[src/rtl/tsi_pkg.sv]
// Shared definitions for the TSI target-side responder: FSM states,
// command encodings and word/address constants.
package tsi_pkg;

  localparam int unsigned WORD_W = 32;

  localparam logic [WORD_W-1:0] CMD_READ  = 32'd0;
  localparam logic [WORD_W-1:0] CMD_WRITE = 32'd1;

  localparam logic [63:0] ADDR_INC = 64'd4;

  typedef enum logic [3:0] {
    ST_CMD,
    ST_ADDR_LO,
    ST_ADDR_HI,
    ST_LEN_LO,
    ST_LEN_HI,
    ST_WDATA,
    ST_WREQ,
    ST_RREQ,
    ST_RWAIT,
    ST_RSEND
  } state_e;

endpackage

[src/rtl/tsi_responder.sv]
// TSI target endpoint: decodes host command streams into single-word memory
// reads/writes and returns read data. TSI_RESP_ERR_CNT_EN adds err_count.
module tsi_responder
  import tsi_pkg::*;
#(
  parameter int unsigned ADDR_W = 32,
  parameter int unsigned DATA_W = WORD_W
) (
`ifdef TSI_RESP_ERR_CNT_EN
  output logic [15:0]       err_count,
`endif
  input  logic              clock,
  input  logic              reset,
  input  logic              serial_in_valid,
  output logic              serial_in_ready,
  input  logic [DATA_W-1:0] serial_in_bits,
  output logic              serial_out_valid,
  input  logic              serial_out_ready,
  output logic [DATA_W-1:0] serial_out_bits,
  output logic              mem_req_valid,
  input  logic              mem_req_ready,
  output logic              mem_req_write,
  output logic [ADDR_W-1:0] mem_req_addr,
  output logic [DATA_W-1:0] mem_req_data,
  input  logic              mem_resp_valid,
  input  logic [DATA_W-1:0] mem_resp_data
);

  state_e            state_q, state_d;
  logic [63:0]       addr_q, addr_d;
  logic [32:0]       count_q, count_d;
  logic [DATA_W-1:0] wdata_q, wdata_d;
  logic [DATA_W-1:0] rdata_q, rdata_d;
  logic              is_write_q, is_write_d;
  logic              in_ready_q, in_ready_d;
  logic              req_valid_q, req_valid_d;
  logic              req_write_q, req_write_d;
  logic              out_valid_q, out_valid_d;
  logic              in_fire;

`ifdef TSI_RESP_ERR_CNT_EN
  logic [15:0]       err_cnt_q, err_cnt_d;
  assign err_count = err_cnt_q;
`endif

  assign serial_in_ready  = in_ready_q;
  assign serial_out_valid = out_valid_q;
  assign serial_out_bits  = rdata_q;
  assign mem_req_valid    = req_valid_q;
  assign mem_req_write    = req_write_q;
  assign mem_req_addr     = addr_q[ADDR_W-1:0];
  assign mem_req_data     = wdata_q;

  always_comb begin
    state_d    = state_q;
    addr_d     = addr_q;
    count_d    = count_q;
    wdata_d    = wdata_q;
    rdata_d    = rdata_q;
    is_write_d = is_write_q;
    in_fire    = in_ready_q && serial_in_valid;
`ifdef TSI_RESP_ERR_CNT_EN
    err_cnt_d  = err_cnt_q;
`endif

    unique case (state_q)
      ST_CMD: begin
        if (in_fire) begin
          if (serial_in_bits == CMD_READ || serial_in_bits == CMD_WRITE) begin
            is_write_d = (serial_in_bits == CMD_WRITE);
            state_d    = ST_ADDR_LO;
          end else begin
`ifdef TSI_RESP_ERR_CNT_EN
            if (err_cnt_q != '1) err_cnt_d = err_cnt_q + 16'd1;
`endif
          end
        end
      end
      ST_ADDR_LO: begin
        if (in_fire) begin
          addr_d[31:0] = serial_in_bits;
          state_d      = ST_ADDR_HI;
        end
      end
      ST_ADDR_HI: begin
        if (in_fire) begin
          addr_d[63:32] = serial_in_bits;
          state_d       = ST_LEN_LO;
        end
      end
      ST_LEN_LO: begin
        // 33-bit count so that LEN_LO = all-ones still means 2^32 words
        if (in_fire) begin
          count_d = {1'b0, serial_in_bits} + 33'd1;
          state_d = ST_LEN_HI;
        end
      end
      ST_LEN_HI: begin
        if (in_fire) state_d = is_write_q ? ST_WDATA : ST_RREQ;
      end
      ST_WDATA: begin
        if (in_fire) begin
          wdata_d = serial_in_bits;
          state_d = ST_WREQ;
        end
      end
      ST_WREQ: begin
        if (mem_req_ready) begin
          addr_d  = addr_q + ADDR_INC;
          count_d = count_q - 33'd1;
          state_d = (count_q == 33'd1) ? ST_CMD : ST_WDATA;
        end
      end
      ST_RREQ: begin
        if (mem_req_ready) state_d = ST_RWAIT;
      end
      ST_RWAIT: begin
        if (mem_resp_valid) begin
          rdata_d = mem_resp_data;
          state_d = ST_RSEND;
        end
      end
      ST_RSEND: begin
        if (serial_out_ready) begin
          addr_d  = addr_q + ADDR_INC;
          count_d = count_q - 33'd1;
          state_d = (count_q == 33'd1) ? ST_CMD : ST_RREQ;
        end
      end
      default: state_d = ST_CMD;
    endcase

    // Handshake outputs are registered copies of the next-state decode
    in_ready_d  = state_d inside {ST_CMD, ST_ADDR_LO, ST_ADDR_HI, ST_LEN_LO,
                                  ST_LEN_HI, ST_WDATA};
    req_valid_d = state_d inside {ST_WREQ, ST_RREQ};
    req_write_d = (state_d == ST_WREQ);
    out_valid_d = (state_d == ST_RSEND);
  end

  always_ff @(posedge clock) begin
    if (reset) begin
      state_q     <= ST_CMD;
      addr_q      <= '0;
      count_q     <= '0;
      wdata_q     <= '0;
      rdata_q     <= '0;
      is_write_q  <= 1'b0;
      in_ready_q  <= 1'b0;
      req_valid_q <= 1'b0;
      req_write_q <= 1'b0;
      out_valid_q <= 1'b0;
`ifdef TSI_RESP_ERR_CNT_EN
      err_cnt_q   <= '0;
`endif
    end else begin
      state_q     <= state_d;
      addr_q      <= addr_d;
      count_q     <= count_d;
      wdata_q     <= wdata_d;
      rdata_q     <= rdata_d;
      is_write_q  <= is_write_d;
      in_ready_q  <= in_ready_d;
      req_valid_q <= req_valid_d;
      req_write_q <= req_write_d;
      out_valid_q <= out_valid_d;
`ifdef TSI_RESP_ERR_CNT_EN
      err_cnt_q   <= err_cnt_d;
`endif
    end
  end

endmodule
[config.mk]
export PLATFORM = sky130hd
export DESIGN_NAME = tsi_responder
export DESIGN_NICKNAME = d
export VERILOG_FILES = /design/src/rtl/tsi_pkg.sv /design/src/rtl/tsi_responder.sv
export SDC_FILE = /design/constraint.sdc
export NUM_CORES = 1
export LEC_CHECK = 0
export ABC_CLOCK_PERIOD_IN_PS = 2500
export BUFFER_PORTS_ARGS = -buffer_cell sky130_fd_sc_hd__buf_2
export CORE_MARGIN = 2
export CORE_UTILIZATION = 49
export DETAILED_ROUTE_END_ITERATION = 7
export GPL_TIMING_DRIVEN = 0
export PLACE_DENSITY = 0.73
export SETUP_SLACK_MARGIN = 0.3
export SLEW_MARGIN = 20
export SYNTH_ARGS = -nofsm -noshare
export SYNTH_HDL_FRONTEND = slang
export SYNTH_SLANG_ARGS = --single-unit
[constraint.sdc]
create_clock -name clock -period 2.5 [get_ports clock]
set_clock_uncertainty 0.2 [all_clocks]
set_input_delay 0.625 -clock clock [delete_from_list [all_inputs] [get_ports clock]]
set_output_delay 0.625 -clock clock [all_outputs]
set_load 0.1 [all_outputs]
; Word level (Yosys, flattened, before mapping)
; Cells that the tools add are included.
; Widths: inputs -> output; s select.
[classes]
addsub = 3
eq_ne = 24
n_mux = 24
reduce_logical = 16
[op_table]
columns = cell, n
row1 = $pmux 32 s3, 2
row2 = $mux 64, 2
row3 = $mux 33, 3
row4 = $pmux 33 s3, 1
row5 = $add 64x3->64 const B, 1
row6 = $mux 4, 11
row7 = $pmux 4 s10, 1
row8 = $add 32x1->33 const B, 1
row9 = $eq 33x1->1 const B, 1
row10 = $sub 33x1->33 const B, 1
row11 = $eq 32x1->1 const B, 1
row12 = $eq 4x3->1 const B, 8
row13 = $logic_not 32->1, 1
row14 = $mux 32, 1
row15 = $eq 4x2->1 const B, 4
row16 = $eq 4x4->1 const B, 3
row17 = $reduce_and 4->1, 3
row18 = $ne 2x2->1 const B, 5
row19 = $reduce_bool 3->1, 3
row20 = $eq 4x1->1 const B, 2
row21 = $logic_not 4->1, 2
row22 = $mux 3, 2
row23 = $reduce_bool 6->1, 1
row24 = $reduce_and 2->1, 2
row25 = other kinds (5), 5
[word_totals]
regBits = 170
input_bits = 70
out_inout_bits = 100
word_cells = 78

; Longest topological paths before layout
[logic_depth]
ltp_word = 7
mapped_depth = 9
ltp_nobuf = 8

; Worst setup path after synthesis
; Ideal clock, no wire load.
[synth_timing]
path_type = reg-to-reg
startpoint = register addr_q[9]
endpoint = register addr_q[23]
setup_ps = 74
arrival_ps = 2656
required_time_ps = 2226
slack_ps = -431
stages_incl_launch_ff = 10
n_path_buf = 3
period_less_slack_ps = 2931
path_cell_list = dfxtp_1 > buf_2 > and4_1 > and4_1 > buf_2 > and2_1 > buf_2 > nand4_1 > or3_1 > a31oi_1
[synth_between]
elab_chain_len = 3
elab_cells_between_ends = 4
cone_classes = 1 x add/sub / 3 x mux
[synth_lines]
columns = item, line
row1 = from (decl), tsi_responder.sv:30  ; logic [63:0] addr_q, addr_d;
row2 = from (signal assigned), tsi_responder.sv:158  ; addr_q <= addr_d;
row3 = $add 64x3->64 *, "tsi_responder.sv:109, tsi_responder.sv:125"
row4 = $mux 64 (on tied branches), "tsi_responder.sv:124, tsi_responder.sv:108"
row5 = $pmux 32 s3 *, tsi_responder.sv:66  ; unique case (state_q)
; Mark *: on every way between the ends. The rest lies on a longest branch, timed or not. The select of a mux whose other input is x is not followed.
; A chain may end at the register's enable or synchronous reset.

; Final worst setup path
[layout_timing]
startpoint = register count_q[5]
endpoint = register req_write_q (netlist: mem_req_write)
[layout_between]
elab_chain_len = 5
elab_cells_between_ends = 7
cone_classes = 2 x eq/ne / 5 x mux
[layout_lines]
columns = item, line
row1 = from (decl), tsi_responder.sv:31  ; logic [32:0] count_q, count_d;
row2 = from (signal assigned), tsi_responder.sv:159  ; count_q <= count_d;
row3 = $eq 33x1->1 *, "tsi_responder.sv:111, tsi_responder.sv:127"
row4 = $mux 3 (on tied branches), "tsi_responder.sv:127, tsi_responder.sv:111"
row5 = $mux 4 (on tied branches), "tsi_responder.sv:124, tsi_responder.sv:108"
row6 = $pmux 4 s10 *, tsi_responder.sv:66
row7 = $eq 4x3->1 *, tsi_responder.sv:137  ; req_write_d = (state_d == ST_WREQ);
row8 = to (signal assigned), tsi_responder.sv:165  ; req_write_q <= req_write_d;
row9 = to (decl), tsi_responder.sv:37  ; logic req_write_q, req_write_d;
; Mark *: on every way between the ends. The rest lies on a longest branch, timed or not.

==> results_dict.tcl <==
set metrics [dict create \
    synth_area_um2 7430 \
    globalRoute.totalOverflow 0 \
    grtUsageMet1_pct 45.8 \
    cp_max_fo 8 \
    cts_max_path_buffers 2 \
    layout_setup_ws_ps 66.7 \
    drive_above_1_share_pct 37.0 \
    viasPerCell 6.51 \
    finalHoldViolCount 0 \
    ys_types 80 \
    p_per_area_nw_per_um2 462 \
    period_needed_ps 2430 \
    syn_area_per_cell_um2 7.45 \
    reg2regPathDepth 7 \
    p_leak_nw 4.29 \
    dieWidth_um 127 \
    rrSetupSlack_ps 70 \
    worstPathRequired_ps 2650 \
    synthFlopType "dfxtp_1" \
    routed_wl_mm 32.5 \
    start_util_pct 49.4 \
    critPathKind "flop to flop" \
    insertedDiodeCount 0 \
    cpPeakStageDelay_ps 490 \
    fp.dieArea_um2 16200 \
    dp.cells 1344 \
    min_path_type "input port to flop" \
    cts.sinks 138 \
    multiInputGateArea_um2 4870 \
    clkTransAtPathRegs_ps 70 \
    hold_depth 3 \
    gp_congestion 1.01 \
    antenna_found_initial 0 \
    cts_buffers 17 \
    synth_nets 1073 \
    drc_errors 0 \
    core_area_um2 15000 \
    cts_tree "built" \
    synthArstFlopShare_pct 0 \
    rsz0062_at_grt "true" \
    layout.nets 1332 \
    grt_pass1_wl_mm 42.9 \
    drt_iter0_markers 1418 \
    slew_violations 0 \
    wl_per_cell_um 22.3 \
    crit_chain "nor4_4 -> buf_6 -> nand3_1 -> or4_4 -> o21a_4 -> a2111oi_4 -> nor3b_2" \
    syn2layout_area_growth_pct 46.2 \
    critPathArrivalTime_ps 2580 \
    tightestPinTransition_ps 1110 \
    maxCapViolCount 0 \
    grt_busiest_layer "met2" \
    rows 45 \
    slew_headroom_pct 25.8 \
    ys_seq_area_share_pct 37.2 \
    finalSetupViolCount 0 \
    drt_first_pass_iters 8 \
    slowest_stage "or4_4" \
    holdBufCountCts 0 \
    grt_start_max_net_pins 17 \
    critPathLaunchType "flop" \
    pre_cts_ws_ps -616 \
    port_buffers 159 \
    yosysWarnings 0 \
    crit_path_end_kind "flop" \
    root_buffer "clkbuf_16" \
    power_mw 5.01 \
    htree_levels 4 \
    drtAntennaViolNets 0 \
    grt_use_met2_pct 52.3 \
    hpwl_mm 19.6 \
    area.sequential_um2 2860 \
    ir_drop_mv 0.477 \
    clock.fmax_mhz 411 \
    ioPinCount 170 \
    finalCritPeriodShare_pct 97.3 \
    clk-insertion-delay-late_ps 430 \
    yosys_register_bits 138 \
    status "complete, no violations" \
    grt_pass1_vias 7756 \
    synth-edff-count 0 \
    grtUsageTotal_pct 34.1 \
    layoutNonFillerInstCount 1457 \
    synthesis.instances 997 \
    die_h_um 127 \
    fillers 1121 \
    use_met3_pct 7.04 \
    num_vias 9482 \
]
cell usage in the layout, fill, tap and decap left out, drive strengths merged, types with 16 or more instances in the layout:
cell type / count
dfxtp: 138
o21ai: 48
inv: 21
nand4: 27
nor4: 22
clkbuf: 71
nor3: 35
xnor2: 24
nand3: 44
nor2: 77
buf: 260
a21oi: 130
a31oi: 16
nand2: 198
repair_timing:
item                       CTS  global route
cloned                       0            11
resized for setup           77           194
pin swaps                   12            54
setup endpoints to repair   78           124
buffers inserted            17            53
cell usage after synthesis (all sizes together), types with 7 or more instances:
master,n,share of area [%]
nand2,197,10
dfxtp,138,37
a21oi,130,8.8
nor2,77,3.9
clkbuf,49,2.6
o21ai,48,3.2
nand3,44,3.0
nor3,35,2.4
nand4,27,2.4
buf,24,1.8
xnor2,24,2.8
nor4,22,2.8
a31oi,16,1.3
o22ai,13,1.1
inv,12,0.61
and3,11,0.96
and2,10,0.84
a22oi,9,0.98
a211oi,8,0.81
or3,7,0.59
routing by layer:
layer  wire length (um)  vias up
met3               4370      265
met4               2510        0
met5                  0        -
met1              11700     4320
li1                   -     4112
met2              14000      785
cells by family after synthesis:
family,after synthesis,share of synthesized area (%)
AOI/OAI and AO/OA,276,22.7
xor gates and xnor gates,30,3.54
adders and majority gates,6,1.01
buffers and inverters,87,5.12
DFF,138,37.2
muxes,1,0.135
and+or+nand+nor,459,30.3
registers in the layout (all words and copies together), names as in the netlist:
signal	count
mem_req_valid	1
state_q	4
mem_req_data	32
serial_out_bits	32
count_q	33
mem_req_write	1
serial_out_valid	1
is_write_q	1
serial_in_ready	1
addr_q	32
final timing paths:
check,start,to
worst max-delay path,count_q[5],mem_req_write
worst min-delay path,mem_resp_data[29],serial_out_bits[29]
worst max register to register,count_q[5],mem_req_write
worst min register to register,mem_req_data[5],mem_req_data[5]
worst max-delay path: cells and delay by family, from the launching register on:
kind,cells,cell delay (ps)
flops,1,390
compound gates,2,440
simple gates,4,1130
buf+inv,1,190
report_power, final:
part / total, mW / switching [mW] / leakage, nW / internal (mW)
Clock: 2.52 / 1.12 / 0.288 / 1.40
Sequential: 2.18 / 0.00190 / 1.14 / 2.18
Combinational: 0.311 / 0.212 / 2.87 / 0.0997
Total: 5.01 / 1.34 / 4.29 / 3.68
final cells by class:
type	instances	area share [%]
plain buffers	74	5.52
clock buffers	19	4.27
clock inverters	13	1.11
inverters	13	0.495
multi-input cells	773	44.9
flip-flops and latches	138	26.3
well taps	188	2.17
repair buffers	239	15.2
stage by stage:
step           hold slack, ps  util [%]  setup TNS (ps)  instance area [um^2]
2_1_floorplan             246         -               0                  7570
3_3_place_gp              239      57.2          -23110                  8600
3_5_place_dp              243      57.2          -24600                  8600
4_1_cts                   205      63.7               0                  9570
5_1_grt                   216      72.2           -2.04                 10900
6_report                  221      72.2               0                 10900
Note: power is estimated with default switching activity, not from simulation.
